`config.mk`:
```
export PLATFORM = sky130hd
export DESIGN_NAME = sipo_rx
export DESIGN_NICKNAME = d
export VERILOG_FILES = /design/src/rtl/sipo_rx_pkg.sv /design/src/rtl/sipo_rx_obuf.sv /design/src/rtl/sipo_rx.sv
export SDC_FILE = /design/constraint.sdc
export NUM_CORES = 1
export LEC_CHECK = 0
export CAP_MARGIN = 30
export CELL_PAD_IN_SITES_DETAIL_PLACEMENT = 0
export CELL_PAD_IN_SITES_GLOBAL_PLACEMENT = 1
export CORE_MARGIN = 4
export CORE_UTILIZATION = 42
export DETAILED_ROUTE_END_ITERATION = 12
export HOLD_SLACK_MARGIN = 0.08
export MAX_ROUTING_LAYER = met4
export PLACE_DENSITY = 0.85
export REMOVE_ABC_BUFFERS = 1
export SYNTH_ARGS = -nofsm -noshare
export SYNTH_HDL_FRONTEND = slang
export SYNTH_SLANG_ARGS = --single-unit
```
`constraint.sdc`:
```
create_clock -name clk -period 3.7 [get_ports clk]
set_input_delay 0.37 -clock clk [delete_from_list [all_inputs] [get_ports clk]]
set_output_delay 0.37 -clock clk [all_outputs]
set_load 0.01 [all_outputs]
```
`src/rtl/sipo_rx_pkg.sv`:
```
// Shared definitions for the serial-in / parallel-out receiver.
// Holds the FSM state enum, the default frame width and the bit-counter width.
// Build option: SIPO_RX_PARITY_EN adds the parity state.
package sipo_rx_pkg;

  localparam int unsigned DefaultW = 4;
  localparam int unsigned MaxW     = 16;
  // Counter only needs to index bit positions 0..MaxW-1.
  localparam int unsigned CntW     = $clog2(MaxW);

`ifdef SIPO_RX_PARITY_EN
  typedef enum logic [1:0] {StIdle, StData, StPar} state_e;
`else
  typedef enum logic [1:0] {StIdle, StData} state_e;
`endif

endpackage

```
`src/rtl/sipo_rx_obuf.sv`:
```
// One-entry valid/ready output holding register.
// Ports: clk, rst_ (async active-low), load/data (completed frame), ready (consumer),
//        q/q_valid (held word), ovr (one-cycle pulse when a load is dropped).
module sipo_rx_obuf #(
  parameter int unsigned W = 4
) (
  input  logic         clk,
  input  logic         rst_,
  input  logic         load,
  input  logic [W-1:0] data,
  input  logic         ready,
  output logic [W-1:0] q,
  output logic         q_valid,
  output logic         ovr
);

  logic [W-1:0] q_q, q_d;
  logic         valid_q, valid_d;
  logic         ovr_q, ovr_d;

  always_comb begin
    q_d     = q_q;
    valid_d = valid_q;
    ovr_d   = 1'b0;
    if (load) begin
      // A word being consumed on this edge frees the slot for the new one.
      if (!valid_q || ready) begin
        q_d     = data;
        valid_d = 1'b1;
      end else begin
        ovr_d = 1'b1;
      end
    end else if (valid_q && ready) begin
      valid_d = 1'b0;
    end
  end

  always_ff @(posedge clk or negedge rst_) begin
    if (!rst_) begin
      q_q     <= '0;
      valid_q <= 1'b0;
      ovr_q   <= 1'b0;
    end else begin
      q_q     <= q_d;
      valid_q <= valid_d;
      ovr_q   <= ovr_d;
    end
  end

  assign q       = q_q;
  assign q_valid = valid_q;
  assign ovr     = ovr_q;

endmodule

```
`src/rtl/sipo_rx.sv`:
```
// Serial-in / parallel-out receiver: start bit (1), W data bits LSB-first, optional even
// parity bit. Completed words go to a one-entry valid/ready buffer; reception never stalls.
// Ports: clk, rst_ (async active-low), si/sv (serial bit + valid), q/q_valid/q_ready (output
//        word handshake), ovr (frame dropped, buffer full), perr (parity mismatch pulse).
// Build option: define SIPO_RX_PARITY_EN to add the parity bit and check; otherwise perr=0.
module sipo_rx
  import sipo_rx_pkg::*;
#(
  parameter int unsigned W = DefaultW
) (
  input  logic         clk,
  input  logic         rst_,
  input  logic         si,
  input  logic         sv,
  output logic [W-1:0] q,
  output logic         q_valid,
  input  logic         q_ready,
  output logic         ovr,
  output logic         perr
);

  state_e          state_q, state_d;
  logic [CntW-1:0] cnt_q, cnt_d;
  logic [W-1:0]    shreg_q, shreg_d;
  logic            done;

`ifdef SIPO_RX_PARITY_EN
  logic perr_q, perr_d;
`endif

  always_comb begin
    state_d = state_q;
    cnt_d   = cnt_q;
    shreg_d = shreg_q;
    done    = 1'b0;
`ifdef SIPO_RX_PARITY_EN
    perr_d  = 1'b0;
`endif
    if (sv) begin
      case (state_q)
        StIdle: begin
          if (si) begin
            state_d = StData;
            cnt_d   = '0;
            shreg_d = '0;
          end
        end
        StData: begin
          for (int unsigned i = 0; i < W; i++) begin
            if (cnt_q == CntW'(i)) shreg_d[i] = si;
          end
          if (cnt_q == CntW'(W - 1)) begin
            cnt_d = '0;
`ifdef SIPO_RX_PARITY_EN
            state_d = StPar;
`else
            state_d = StIdle;
            done    = 1'b1;
`endif
          end else begin
            cnt_d = cnt_q + CntW'(1);
          end
        end
`ifdef SIPO_RX_PARITY_EN
        StPar: begin
          state_d = StIdle;
          // Even parity: data bits plus parity bit must XOR to zero.
          if ((^{shreg_q, si}) == 1'b0) done = 1'b1;
          else perr_d = 1'b1;
        end
`endif
        default: state_d = StIdle;
      endcase
    end
  end

  always_ff @(posedge clk or negedge rst_) begin
    if (!rst_) begin
      state_q <= StIdle;
      cnt_q   <= '0;
      shreg_q <= '0;
    end else begin
      state_q <= state_d;
      cnt_q   <= cnt_d;
      shreg_q <= shreg_d;
    end
  end

`ifdef SIPO_RX_PARITY_EN
  always_ff @(posedge clk or negedge rst_) begin
    if (!rst_) perr_q <= 1'b0;
    else       perr_q <= perr_d;
  end
  assign perr = perr_q;
`else
  assign perr = 1'b0;
`endif

  sipo_rx_obuf #(
    .W(W)
  ) u_obuf (
    .clk    (clk),
    .rst_   (rst_),
    .load   (done),
    .data   (shreg_d),
    .ready  (q_ready),
    .q      (q),
    .q_valid(q_valid),
    .ovr    (ovr)
  );

endmodule

```
==> flow_summary.json, run 1 <==
{
  "clock_skew_ps": 4.01,
  "async_flop_share": 1.00,
  "sw_frac_of_total": 0.337,
  "max_freq_mhz": 571,
  "routed_wl_um": 1380,
  "slew-limit-headroom": 0.570,
  "clk_pin_slew_worst_paths_ps": 90,
  "syn_to_final_growth_pct": 20.2,
  "cts_hold_buf": 0,
  "ant_nets": 0,
  "place.gp.congestion": 0.837,
  "die_width_um": 49.2,
  "power_density_mw_per_mm2": 694,
  "synth_top_family_by_area": "simple AND/OR/NAND/NOR gates",
  "layout_commonest_cell": "dfrtp_1",
  "nNetsFinal": 85,
  "cts_tree": "yes",
  "grt_pass1_vias": 496,
  "grt_pass1_wl_um": 2440,
  "synth.avg_cell_area_um2": 11.3,
  "synth_compound_area_frac": 0.156,
  "fp.dieH_um": 49.2,
  "fin_ws_ps": 1950,
  "final.setup.tns_ps": 0,
  "synth_simple_gate_area_share": 0.169,
  "vias": 501,
  "cts_root_buffer": "clkbuf_4",
  "finalCritPeriodShare": 0.473,
  "cp.required_ps": 3860,
  "cap_violations": 0,
  "ys_seq_elements": 14,
  "post-route-min-period_ps": 1750,
  "grt_max_degree": 15,
  "rsz0062_at_grt": "no",
  "firstDrtPassIters": 4,
  "gr-usage-all-layers": 0.135,
  "ir_drop_v": 0.000334,
  "setup_viol_count_final": 0,
  "ios": 12,
  "clkPwrFrac": 0.184,
  "drc": 0,
  "start_util": 0.457,
  "place_ws_ps": 1700,
  "end_kind": "flip-flop",
  "yosys.area_share.adder": 0.0703,
  "wire_per_inst_um": 15.2,
  "cts_resized": 0,
  "timing.final.max_slew_violations": 0,
  "clock_path_buffers": 2,
  "portBuffers": 10,
  "worstHoldPathType": "primary input to async pin",
  "p_comb_frac": 0.381,
  "core-area_mm2": 0.00156,
  "ys.flop_type": "dfrtp_1",
  "seq_area_frac_synth": 0.492,
  "internal_power_w": 0.000394,
  "die_area_mm2": 0.00242,
  "critPathKind": "flip-flop to flip-flop",
  "seqPwrFrac": 0.435,
  "gr-total-overflow": 0,
  "synthXorXnorAreaFrac": 0,
  "cts-htree-levels": 1,
  "cts_setup_buffers": 0,
  "fillers": 133,
  "worstMarginPinSlew_ps": 643,
  "p_switching_w": 0.000200,
  "r2r_slack_ps": 1950,
  "syn_inst": 63,
  "final-hold-violation-count": 0,
  "clk-insertion-delay-late_ps": 270,
  "path_max_fanout": 6,
  "yosys_warnings": 0,
  "antenna_found_initial": 0,
  "drtIter0Drc": 10,
  "crit_arrival_ps": 1910,
  "p_leak_nw": 0.391,
  "numCtsBuffers": 3,
  "synth_edf_count": 0,
  "worstSetupStartpointType": "flip-flop",
  "synth_area_um2": 712,
  "muxShareOfSynthArea": 0.0685,
  "rows": 14,
  "outcome": "finished clean",
  "drive_above_1_share": 0.187,
  "vias_per_cell": 5.51,
  "clkSinkCount": 14,
  "antenna_cells": 0,
  "dpl.hpwl_um": 1020,
  "most-common-layout-cells": "dfrtp_1 (14), clkdlybuf4s50_1 (10)",
  "synth_cell_types": 29
}
==> registers in the layout (all words and copies together) (netlist names) <==
| register | count |
|---|---|
| cnt_q | 4 |
| u_obuf.q | 4 |
| u_obuf.q_valid | 1 |
| state_q | 1 |
| shreg_q | 3 |
| u_obuf.ovr | 1 |
==> synth_stat cells, types with 2 or more instances <==
| cell | count | area share |
|---|---|---|
| o21ai_0 | 2 | 0.014 |
| inv_1 | 4 | 0.021 |
| nand4_1 | 4 | 0.035 |
| a22o_2 | 2 | 0.028 |
| o31ai_1 | 2 | 0.021 |
| o21ai_1 | 2 | 0.014 |
| nand2_1 | 4 | 0.021 |
| dfrtp_1 | 14 | 0.49 |
| a21oi_1 | 3 | 0.021 |
| mux2_2 | 3 | 0.047 |
| nor2b_1 | 2 | 0.018 |
| ha_1 | 4 | 0.070 |
==> stage by stage <==
stage	power (W)	utilization	cell area (µm²)	hold slack [ps]	instances
after floorplan	0.000393	-	699	74.4	61
after global placement	0.000482	0.526	820	493	87
after detailed placement	0.000490	0.526	820	508	87
after CTS	0.000601	0.549	856	507	91
after global routing	0.000640	0.549	856	534	91
final	0.000594	0.549	856	485	91
==> worst paths after layout <==
| check | to | from | cells after the start |
|---|---|---|---|
| worst max-delay path | u_obuf.q[0] | cnt_q[0] | 6 |
| worst min-delay path | cnt_q[1] | rst_ | 1 |
| worst max register to register | u_obuf.q[0] | cnt_q[0] | 6 |
| worst min register to register | u_obuf.q[3] | u_obuf.q[3] | 1 |
| max in group asynchronous | u_obuf.q_valid | rst_ | 1 |
| min in group clk | u_obuf.q[3] | u_obuf.q[3] | 1 |
==> logic make-up (layout without fill, tap and decap cells) <==
family | Yosys count | after routing
simple gates | 18 | 18
compound gates | 16 | 16
flops | 14 | 14
buf+inv | 6 | 18
fa+ha+maj | 4 | 4
mux | 4 | 4
other cells | 1 | 1
==> cell type report <==
| class | instances | area [µm²] | area share |
|---|---|---|---|
| Inverter | 4 | 15.0 | 0.0175 |
| Multi-Input combinational cell | 43 | 334 | 0.390 |
| Tap cell | 16 | 20.0 | 0.0234 |
| Sequential cell | 14 | 350 | 0.409 |
| Timing Repair Buffer | 10 | 100 | 0.117 |
| Clock buffer | 4 | 36.3 | 0.0424 |
==> power groups by stage <==
stage	combinational, W	sequential [W]	clock [W]
floorplan	0.000132	0.000260	0
detailed placement	0.000228	0.000262	0
finish	0.000226	0.000258	0.000110
CTS	0.000230	0.000258	0.000113
global placement	0.000224	0.000258	0
global route	0.000250	0.000268	0.000122
==> worst max-delay path, stage by stage (launching register included) <==
cell and delay [ps]:
dfrtp_1 450, inv_1 130, ha_1 170, or3b_1 340
a21oi_1 170, o21ai_1 100, mux2_2 270
==> metal layers <==
metal | up-vias | share of wire | GRT usage
li1 | 252 | - | -
met1 | 234 | 0.48 | 0.186
met2 | 13 | 0.46 | 0.185
met3 | 2 | 0.051 | 0.0336
met4 | 0 | 0.0087 | 0.0569
met5 | - | 0 | -
No activity file was read; power rests on OpenSTA's default activity.
==> run 2: changes to the inputs <==
CORE_UTILIZATION = 35   (was 42)
PLACE_DENSITY = 0.76   (was 0.85)
clock period = 1.6 ns   (was 3.7 ns; I/O delays follow)
==> run 2 against run 1 <==
Net effect:
- hold slack worse by 310 ps
- flip-flop and latch count stayed put
- count of clock-buffer cells in the layout did not move
- largest power group is now combinational logic
- critical path type unchanged
- final cell count grew 27%
- sequential share of layout area decreased by 6.7 points
- maximum frequency grew 11%
- clock power up 140%
- register-to-register slack worse by 1900 ps
==> flow_summary.json, run 2 (same netlist as run 1, synthesis figures left out) <==
{
  "numCtsBuffers": 3,
  "sw_frac_of_total": 0.334,
  "cts_tree": "yes",
  "rsz0062_at_grt": "yes",
  "fillers": 188,
  "rr_worst_depth": 6,
  "worstHoldPathType": "primary input to async pin",
  "nNetsFinal": 99,
  "drtIter0Drc": 6,
  "firstDrtPassIters": 3,
  "drive_above_1_share": 0.371,
  "post-route-min-period_ps": 1570,
  "internal_power_w": 0.00110,
  "p_comb_frac": 0.501,
  "finalInstanceArea_mm2": 0.00102,
  "clock_path_buffers": 2,
  "grt_pass1_wl_um": 2390,
  "start_util": 0.367,
  "ios": 12,
  "cts-htree-levels": 1,
  "routed_wl_um": 1530,
  "outcome": "finished clean",
  "clkPwrFrac": 0.159,
  "vias": 556,
  "path_max_fanout": 3,
  "power_density_mw_per_mm2": 1610,
  "cap_violations": 0,
  "total_power_w": 0.00165,
  "portBuffers": 10,
  "clk_pin_slew_worst_paths_ps": 90,
  "timing.final.max_slew_violations": 0,
  "core-area_mm2": 0.00194,
  "vias_per_cell": 4.79,
  "crit_arrival_ps": 1750,
  "critPathKind": "flip-flop to flip-flop",
  "clk-insertion-delay-late_ps": 280,
  "worstSetupStartpointType": "flip-flop",
  "place.gp.congestion": 0.802,
  "drc": 0,
  "seqPwrFrac": 0.340,
  "max_freq_mhz": 636,
  "clock_skew_ps": 1.88,
  "final.setup.tns_ps": 0,
  "cts_root_buffer": "clkbuf_4",
  "syn_to_final_growth_pct": 43.8,
  "placed_cell_area_um2": 923,
  "finalCritPeriodShare": 0.982,
  "cp.required_ps": 1780,
  "end_kind": "flip-flop",
  "ant_nets": 0,
  "p_leak_nw": 0.464,
  "gr-total-overflow": 0,
  "clkSinkCount": 14,
  "ir_drop_v": 0.00103,
  "gr-usage-all-layers": 0.122,
  "most-common-layout-cells": "dfrtp_1 (14), buf_4 (14), clkdlybuf4s50_1 (10)",
  "wire_per_inst_um": 13.1,
  "rows": 16,
  "grt_pass1_vias": 543,
  "fp.dieH_um": 53.1,
  "setup_viol_count_final": 0,
  "grt_max_degree": 15,
  "antenna_cells": 0,
  "dpl.hpwl_um": 1100,
  "antenna_found_initial": 0,
  "p_switching_w": 0.000550,
  "die_area_mm2": 0.00282,
  "die_width_um": 53.1,
  "final-hold-violation-count": 0
}
## run 2: cell count changes in the layout (fill, tap and decap cells not counted)
cell    before  now
ha_1         4    1
mux2_2       3    0
mux2_4       1    4
inv_1        4    2
inv_2        0    2
buf_4        0   14
ha_4         0    3
## run 2: final cells by class
type | instances | area (µm²) | area share
multi-input combinational | 43 | 383 | 0.374
sequential | 14 | 350 | 0.342
timing repair buffer | 24 | 205 | 0.200
clock buffer | 4 | 36.3 | 0.0355
tap | 27 | 33.8 | 0.0330
inverter | 4 | 15.0 | 0.0147
## run 2: critical path, stage by stage, from the launching register on
cell	delay, ps
dfrtp_1	420
inv_2	90
ha_4	120
or3b_1	330
a21oi_1	150
o21ai_1	100
mux2_4	260
## run 2: path summary, 6_finish.rpt
kind / start / endpoint / slack, ps
hold reg to reg: u_obuf.q[0] / u_obuf.q[0] / 510
min in group clk: u_obuf.q[0] / u_obuf.q[0] / 510
max in group asynchronous: rst_ / cnt_q[3] / 1250
setup / recovery: cnt_q[1] / u_obuf.q[0] / 30
setup reg to reg: cnt_q[1] / u_obuf.q[0] / 30
hold / removal: rst_ / cnt_q[0] / 180
## run 2: metal layers
layer,global-route usage,routed length (µm),vias up,part of all wire
met5,-,0,-,0
met3,0.0338,49,2,0.032
met1,0.152,692,264,0.45
met4,0.0383,12,0,0.0079
met2,0.190,770,9,0.50
li1,-,-,281,-
## run 2: repair_timing
item | CTS | global route
hold buffers | 0 | 0
setup endpoints to repair | 1 | 4
gates resized for setup | 0 | 11
pin swaps | 1 | 2
setup buffers | 1 | 1
## run 2: power groups by stage
stage               clock (W)  combinational, W  sequential, W
floorplan                   0          0.000306       0.000602
global placement            0          0.000686       0.000553
detailed placement          0          0.000695       0.000561
CTS                  0.000267          0.000716       0.000555
global route         0.000281          0.000906       0.000576
finish               0.000262          0.000825       0.000560
## run 2: stage by stage
step                      utilization  hold WS [ps]  instances  setup slack (ps)
after floorplan                     -          -136         61              26.2
after global placement          0.476           490        110             -10.5
after detailed placement        0.476           500        110             -23.7
after CTS                       0.498           187        115              13.2
after global routing            0.527           201        116             -50.1
final                           0.527           178        116              28.3
==> run 3: changes to the inputs <==
TNS_END_PERCENT = 5   (was unset)
==> run 3 against run 2 <==
Net effect:
- largest power group unchanged
- clock power about the same
- critical path type unchanged
- count of clock-buffer cells in the layout is the same
- hold slack hardly changed
- global-route usage stayed put
- critical path depth stayed put
- clock skew hardly changed
- total power is 1.0% lower
- first-iteration DRC count shrank 17%
- core utilization is 0.52 points lower
- sequential power about the same
- non-clock buffer count did not move
==> flow_summary.json, run 3 (same netlist as run 1, synthesis figures left out) <==
{
  "routed_wl_um": 1500,
  "rsz0062_at_grt": "yes",
  "finalCritPeriodShare": 0.982,
  "numCtsBuffers": 3,
  "most-common-layout-cells": "dfrtp_1 (14), buf_4 (14), clkdlybuf4s50_1 (10)",
  "antenna_found_initial": 0,
  "finalInstanceArea_mm2": 0.00101,
  "fp.dieH_um": 53.1,
  "nNetsFinal": 99,
  "cp_slowest_cell": "dfrtp_1",
  "start_util": 0.367,
  "grt_pass1_vias": 543,
  "clkSinkCount": 14,
  "final_util": 0.522,
  "cts_root_buffer": "clkbuf_4",
  "drtIter0Drc": 5,
  "clock_path_buffers": 2,
  "portBuffers": 10,
  "place.gp.congestion": 0.802,
  "cp.required_ps": 1780,
  "drive_above_1_share": 0.371,
  "cp_num_buf_inv": 1,
  "cap_violations": 0,
  "end_kind": "flip-flop",
  "worstHoldPathType": "primary input to async pin",
  "grt_pass1_wl_um": 2390,
  "vias_per_cell": 4.84,
  "drc": 0,
  "wire_per_inst_um": 12.9,
  "antenna_cells": 0,
  "gr-usage-all-layers": 0.122,
  "worstSetupStartpointType": "flip-flop",
  "clock_skew_ps": 1.44,
  "r2r_slack_ps": 30,
  "critPathKind": "flip-flop to flip-flop",
  "max_stage_delay_ps": 420,
  "grt_max_degree": 15,
  "ant_nets": 0,
  "power_density_mw_per_mm2": 1610,
  "fillers": 186,
  "hold_slack_ps": 178,
  "p_leak_nw": 0.462,
  "max_freq_mhz": 636,
  "clk-insertion-delay-late_ps": 280,
  "vias": 562,
  "path_max_fanout": 3,
  "syn_to_final_growth_pct": 42.4,
  "multi_input_area_um2": 373,
  "post-route-min-period_ps": 1570,
  "ios": 12,
  "outcome": "finished clean",
  "die_area_mm2": 0.00282,
  "die_width_um": 53.1,
  "gr-total-overflow": 0,
  "crit_arrival_ps": 1750,
  "setup_viol_count_final": 0,
  "final-hold-violation-count": 0,
  "ir_drop_v": 0.00103,
  "placed_cell_area_um2": 923,
  "dpl.hpwl_um": 1100,
  "cp_cell_sequence": "inv_2 -> ha_4 -> or3b_1 -> a21oi_1 -> o21ai_1 -> mux2_4",
  "rows": 16,
  "total_power_w": 0.00163,
  "cts_hold_buf": 0,
  "regArea_um2": 350,
  "clk_pin_slew_worst_paths_ps": 90,
  "cts-htree-levels": 1,
  "firstDrtPassIters": 4,
  "crit_family": "flip-flops",
  "timing.final.max_slew_violations": 0,
  "cts_tree": "yes",
  "core-area_mm2": 0.00194
}
[run 3: through the flow]
stage	setup TNS, ps	setup slack, ps	instances
after detailed placement	-28.1	-23.7	110
after CTS	0	13.2	115
final	0	28.6	116
after floorplan	0	26.2	61
after global routing	-56.3	-50.1	116
after global placement	-10.5	-10.5	110
[run 3: report_power, final]
part	internal [W]	leakage, nW	switching, W
Clock	0.000139	0.0210	0.000123
Sequential	0.000480	0.176	0.0000798
Combinational	0.000473	0.265	0.000336
Total	0.00109	0.462	0.000539
[run 3: path summary, 6_finish.rpt]
| kind | cells past startpoint | start | to |
|---|---|---|---|
| max | 6 | cnt_q[1] | u_obuf.q[0] |
| min | 2 | rst_ | cnt_q[0] |
| max reg2reg | 6 | cnt_q[1] | u_obuf.q[0] |
| min reg2reg | 1 | u_obuf.q[0] | u_obuf.q[0] |
| max in group asynchronous | 2 | rst_ | cnt_q[3] |
| min in group clk | 1 | u_obuf.q[0] | u_obuf.q[0] |
[run 3: cell type report]
| type | count | area share |
|---|---|---|
| inverter | 4 | 0.0148 |
| tap | 27 | 0.0333 |
| clock buffer | 4 | 0.0358 |
| multi-input combinational | 43 | 0.368 |
| sequential | 14 | 0.346 |
| timing repair buffer | 24 | 0.202 |
[run 3: repair_timing]
action	in CTS	in global routing
endpoints found under the setup margin	1	4
setup buffers	1	1
pin swaps	1	2
resized for setup	0	10
[run 3: metal layers]
metal,track usage,vias up,share of wire
met5,-,-,0
met2,0.190,11,0.49
met3,0.0338,2,0.039
met4,0.0383,0,0.0080
met1,0.152,267,0.47
li1,-,282,-
